File: config.mk
export PLATFORM = sky130hd
export DESIGN_NAME = tx_rr_scheduler
export DESIGN_NICKNAME = d
export VERILOG_FILES = /design/src/rtl/tx_rr_scheduler.sv
export SDC_FILE = /design/constraint.sdc
export NUM_CORES = 1
export LEC_CHECK = 0
export ABC_AREA = 1
export BUFFER_PORTS_ARGS = -buffer_cell sky130_fd_sc_hd__buf_2
export CORE_MARGIN = 2
export CORE_UTILIZATION = 44
export CTS_BUF_LIST = sky130_fd_sc_hd__clkbuf_16
export DETAILED_ROUTE_END_ITERATION = 10
export PLACE_DENSITY = 0.81
export SLEW_MARGIN = 20
export SYNTH_ARGS = -nofsm -noshare
export SYNTH_HDL_FRONTEND = slang
export SYNTH_SLANG_ARGS = --single-unit
File: constraint.sdc
create_clock -name clk -period 3.36 [get_ports clk]
set_input_delay 0.168 -clock clk [delete_from_list [all_inputs] [get_ports clk]]
set_output_delay 0.168 -clock clk [all_outputs]
set_load 0.05 [all_outputs]
File: src/rtl/tx_rr_scheduler.sv
// Round-robin owner of the shared TX serializer. It latches the winning packet,
// pulses start, acks on tx_ready and aborts a hung frame via a watchdog.
//
// state   | meaning
// --------+-----------------------------------------------------------
// IDLE    | no owner; arbitrate among req starting at the rr pointer
// BUSY    | frame in flight; data/grant frozen, watchdog counting
// RELEASE | one dead cycle so the acked source can drop req
module tx_rr_scheduler #(
   parameter int N_REQ   = 4,
   parameter int DATA_W  = 55,
   parameter int TIMEOUT = 80,
   parameter int TO_W    = 7
) (
   input  logic                      clk,
   input  logic                      rst,
   input  logic [N_REQ-1:0]          i_req,
   input  logic [N_REQ*DATA_W-1:0]   i_pkt_data,
   output logic [N_REQ-1:0]          o_ack,
   output logic [N_REQ-1:0]          o_grant,
   output logic [DATA_W-1:0]         o_tx_data,
   output logic                      o_tx_start,
   input  logic                      i_tx_ready,
   output logic                      o_tx_abort,
   output logic                      o_busy,
   output logic [7:0]                o_err_cnt
);

   localparam int IDX_W = (N_REQ > 1) ? $clog2(N_REQ) : 1;
   localparam logic [TO_W-1:0] WD_LAST = TO_W'(TIMEOUT - 1);

   typedef enum logic [1:0] {
      S_IDLE    = 2'd0,
      S_BUSY    = 2'd1,
      S_RELEASE = 2'd2
   } state_t;

   state_t              r_state;
   state_t              w_state_nxt;
   logic [IDX_W-1:0]    r_ptr;
   logic [IDX_W-1:0]    r_owner;
   logic [TO_W-1:0]     r_wd;
   logic [N_REQ-1:0]    r_ack;
   logic [N_REQ-1:0]    r_grant;
   logic [DATA_W-1:0]   r_tx_data;
   logic                r_tx_start;
   logic                r_tx_abort;
   logic                r_busy;
   logic [7:0]          r_err_cnt;

   logic                w_found;
   logic [IDX_W-1:0]    w_sel;
   logic [IDX_W:0]      w_sum;
   logic [IDX_W-1:0]    w_idx;
   logic [N_REQ-1:0]    w_sel_oh;
   logic [DATA_W-1:0]   w_sel_data;
   logic [IDX_W-1:0]    w_ptr_nxt;
   logic                w_timeout;

   // First requester at or above the pointer, wrapping modulo N_REQ.
   always_comb begin
      w_found = 1'b0;
      w_sel   = '0;
      w_sum   = '0;
      w_idx   = '0;
      for (int i = 0; i < N_REQ; i++) begin
         w_sum = {1'b0, r_ptr} + (IDX_W+1)'(i);
         if (w_sum >= (IDX_W+1)'(N_REQ)) begin
            w_sum = w_sum - (IDX_W+1)'(N_REQ);
         end
         w_idx = w_sum[IDX_W-1:0];
         if (!w_found && i_req[w_idx]) begin
            w_found = 1'b1;
            w_sel   = w_idx;
         end
      end
   end

   always_comb begin
      w_sel_data = '0;
      for (int i = 0; i < N_REQ; i++) begin
         if (w_sel == IDX_W'(i)) begin
            w_sel_data = i_pkt_data[i*DATA_W +: DATA_W];
         end
      end
   end

   assign w_sel_oh  = N_REQ'(1) << w_sel;
   assign w_ptr_nxt = (r_owner == IDX_W'(N_REQ - 1)) ? '0 : r_owner + 1'b1;
   assign w_timeout = (r_wd == WD_LAST);

   always_ff @(posedge clk or posedge rst) begin
      if (rst) begin
         r_state <= S_IDLE;
      end else begin
         r_state <= w_state_nxt;
      end
   end

   always_comb begin
      w_state_nxt = r_state;
      case (r_state)
         S_IDLE:    if (w_found) w_state_nxt = S_BUSY;
         S_BUSY:    if (i_tx_ready || w_timeout) w_state_nxt = S_RELEASE;
         S_RELEASE: w_state_nxt = S_IDLE;
         default:   w_state_nxt = S_IDLE;
      endcase
   end

   always_ff @(posedge clk or posedge rst) begin
      if (rst) begin
         r_ptr      <= '0;
         r_owner    <= '0;
         r_wd       <= '0;
         r_ack      <= '0;
         r_grant    <= '0;
         r_tx_data  <= '0;
         r_tx_start <= 1'b0;
         r_tx_abort <= 1'b0;
         r_busy     <= 1'b0;
         r_err_cnt  <= '0;
      end else begin
         r_tx_start <= 1'b0;
         r_tx_abort <= 1'b0;
         r_ack      <= '0;
         r_busy     <= (w_state_nxt != S_IDLE);
         case (r_state)
            S_IDLE: begin
               if (w_found) begin
                  r_tx_data  <= w_sel_data;
                  r_grant    <= w_sel_oh;
                  r_owner    <= w_sel;
                  r_tx_start <= 1'b1;
                  r_wd       <= '0;
               end
            end
            S_BUSY: begin
               r_wd <= r_wd + 1'b1;
               // A late tx_ready coinciding with the timeout still counts as success.
               if (i_tx_ready) begin
                  r_ack   <= r_grant;
                  r_grant <= '0;
                  r_ptr   <= w_ptr_nxt;
               end else if (w_timeout) begin
                  r_tx_abort <= 1'b1;
                  r_grant    <= '0;
                  r_ptr      <= w_ptr_nxt;
                  if (r_err_cnt != 8'hFF) begin
                     r_err_cnt <= r_err_cnt + 8'd1;
                  end
               end
            end
            default: ;
         endcase
      end
   end

   assign o_ack      = r_ack;
   assign o_grant    = r_grant;
   assign o_tx_data  = r_tx_data;
   assign o_tx_start = r_tx_start;
   assign o_tx_abort = r_tx_abort;
   assign o_busy     = r_busy;
   assign o_err_cnt  = r_err_cnt;

endmodule

==> impl_metrics.json <==
{
  "cts.path.max_buffers": 2,
  "tightest_slew_ps": 895,
  "antenna_cells": 0,
  "cts_tree": "built",
  "grt_first_pass_wirelength_mm": 27.8,
  "initial_core_util_pct": 45.6,
  "cp-end-kind": "flop",
  "clock_sinks": 87,
  "register_area_sq_um": 2180,
  "seq_power_share_pct": 18.7,
  "relSlewSlack_pct": 40.4,
  "critical_path_buf_inv_count": 4,
  "internal-power_uw": 3930,
  "synth-seq-cells": 87,
  "avgViaCountPerCell": 5.00,
  "yosysTopAreaCell": "dfrtp_1",
  "floorplan.rows": 40,
  "crit_family": "simple AND/OR/NAND/NOR gates",
  "cpMostUsedCell": "nand2_1",
  "finalHoldViolCount": 0,
  "grt-ovfl-total": 0,
  "grt_setup_unrepaired": "no",
  "cts_inserted_buffers": 9,
  "swShare_pct": 58.5,
  "crit_slowest_cell": "dfrtp_1",
  "fin_tns_setup_ps": 0,
  "critPathMaxFanout": 31,
  "layout_common_cells": "buf_2 (300), nand2_1 (264), nand3_1 (141), nor2_1 (118), dfrtp_1 (87)",
  "ir_drop_mv": 1.25,
  "postSynthCellCount": 822,
  "clk_pin_slew_ps": 70,
  "max_freq_mhz": 341,
  "nNetsFinal": 1327,
  "core_area_sq_um": 12200,
  "grt_max_degree": 74,
  "cp_cell_sequence": "inv_2 -> nand2_1 -> nand3_1 -> nand2_2 -> nor2_2 -> nand3_1 -> nand3_2 -> buf_4 -> nand2_1 -> buf_4 -> o21ai_0 -> inv_1 -> nand2_1 -> nand2_1",
  "synth_cell_types": 33,
  "slew_violations": 0,
  "yosysWarnings": 0,
  "multiInputGateArea_sq_um": 2870,
  "cap_violations": 0,
  "synthesis.nets": 1052,
  "ant_nets": 0,
  "filler_cell_count": 1176,
  "finalCritPeriodShare_pct": 87.2,
  "htreeDepth": 3,
  "die-area_sq_um": 13500,
  "io_pins": 301,
  "post_cts_buffers": 0,
  "drt_iter0_drc": 502,
  "setup_viol": 0,
  "die_w_um": 116,
  "netlist_area_sq_um": 5540,
  "antenna_found_initial": 0,
  "clk-insertion-delay-late_ps": 350,
  "ys_seq_area_share_pct": 39.3,
  "period_needed_ps": 2930,
  "setup_ws_ps": 430,
  "comb_power_share_pct": 71.4,
  "p_clk_share_pct": 9.9,
  "p_per_area_nw_per_um2": 1280,
  "routed_wl_mm": 18.0,
  "avgRoutedWirePerCell_um": 14.2,
  "avgSynthCellArea_sq_um": 6.74,
  "synth.area.top_cells": "dfrtp_1 (39%), nand2_1 (18%), nand3_1 (13%)",
  "hold_path.class": "in -> async",
  "root_buffer": "clkbuf_16",
  "fin_skew_ps": 7.52,
  "grt_pass1_vias": 5729,
  "post-dp-hpwl_mm": 13.5,
  "netlist.area_leader.share_pct": 39.3,
  "port-buffer-count": 300,
  "cp-start-kind": "flop",
  "die_h_um": 116,
  "grt_usage_pct": 26.4,
  "power.leakage_uw": 0.00415,
  "cts_resized": 0,
  "arrival_ps": 3170,
  "layout_commonest_cell": "buf_2",
  "switchingPower_uw": 5540,
  "via_count": 6344,
  "max_stage_delay_ps": 540,
  "drive_gt1_share_pct": 32.9,
  "drc_errors": 0,
  "dp_slack_ps": 480,
  "critPathKind": "reg -> reg",
  "worstPathRequired_ps": 3600,
  "ctsHoldBuffers": 0,
  "routabilityCongestion": 0.929,
  "dr.pass1.iters": 5,
  "status": "finished, final reports clean",
  "areaGrowthSynthToFinish_pct": 33.1
}
## metal layers
layer,GRT usage [%],wire length (um),share of wire [%]
met4,7.54,295,1.6
met1,33.6,7310,41
met3,5.66,1440,8.0
met5,0,0,0
met2,45.4,8960,50
## state kept, by name, indices dropped and copies added, names as in the netlist
register	count
o_ack	4
o_busy	1
o_err_cnt	8
o_grant	4
o_tx_abort	1
o_tx_data	55
o_tx_start	1
r_owner	2
r_ptr	2
r_state	2
r_wd	7
## area by class of cell
cell class / count / area share (%)
Multi-Input combinational cell: 628 / 38.9
Sequential cell: 87 / 29.5
Timing Repair Buffer: 313 / 22.1
Clock buffer: 9 / 3.05
Inverter: 58 / 2.98
Tap cell: 168 / 2.85
Clock inverter: 6 / 0.627
## cell usage after synthesis (all sizes together)
cell type	number
nand2	272
o21a	1
nand4	15
nor4	1
buf	43
nor3	2
clkinv	1
nand3b	6
clkbuf	6
o31ai	2
nand3	152
dfrtp	87
o21ai	37
o22ai	3
nor2	124
a21oi	2
xor2	4
ha	3
inv	57
xnor2	3
or2	1
## through the flow
stage | utilization [%] | area, sq um | instances | power (uW) | hold WS [ps]
final | 60.7 | 7380 | 1269 | 9470 | 11.7
after global routing | 60.7 | 7380 | 1269 | 10300 | 38.9
after CTS | 60.7 | 7380 | 1269 | 9500 | 23.8
after detailed placement | 58.4 | 7110 | 1254 | 8550 | 386
after global placement | 58.2 | 7080 | 1253 | 8340 | 388
after floorplan | - | 5540 | 822 | 7100 | 241
## power groups by stage
stage / clock, uW / combinational [uW] / sequential, uW
2_1_floorplan: 0 / 4090 / 3010
3_3_place_gp: 0 / 6570 / 1770
3_5_place_dp: 0 / 6780 / 1770
4_1_cts: 950 / 6780 / 1770
5_1_grt: 991 / 7500 / 1830
6_report: 936 / 6760 / 1770
## logic make-up (layout without fill, tap and decap cells)
kind of cell | Yosys count | count (layout) | share of synthesized area (%)
AND/OR/NAND/NOR | 573 | 573 | 45.4
buffers and inverters | 107 | 386 | 9.16
flip-flops | 87 | 87 | 39.3
adder cells (fa/ha/maj) | 3 | 3 | 0.677
XOR/XNOR | 7 | 7 | 1.11
AO/OA/AOI/OAI | 45 | 45 | 4.33
## final timing paths
kind,to,startpoint,cells after the start,slack (ps)
setup / recovery,o_tx_data[54],r_ptr[0],14,430
hold / removal,o_tx_data[28],rst,2,10
setup reg to reg,o_tx_data[54],r_ptr[0],14,430
min in group clk,o_tx_abort,i_tx_ready,2,40
hold reg to reg,o_tx_data[12],o_tx_data[12],2,480
max in group asynchronous,o_busy,rst,3,2610
No activity file was read; power rests on OpenSTA's default activity.
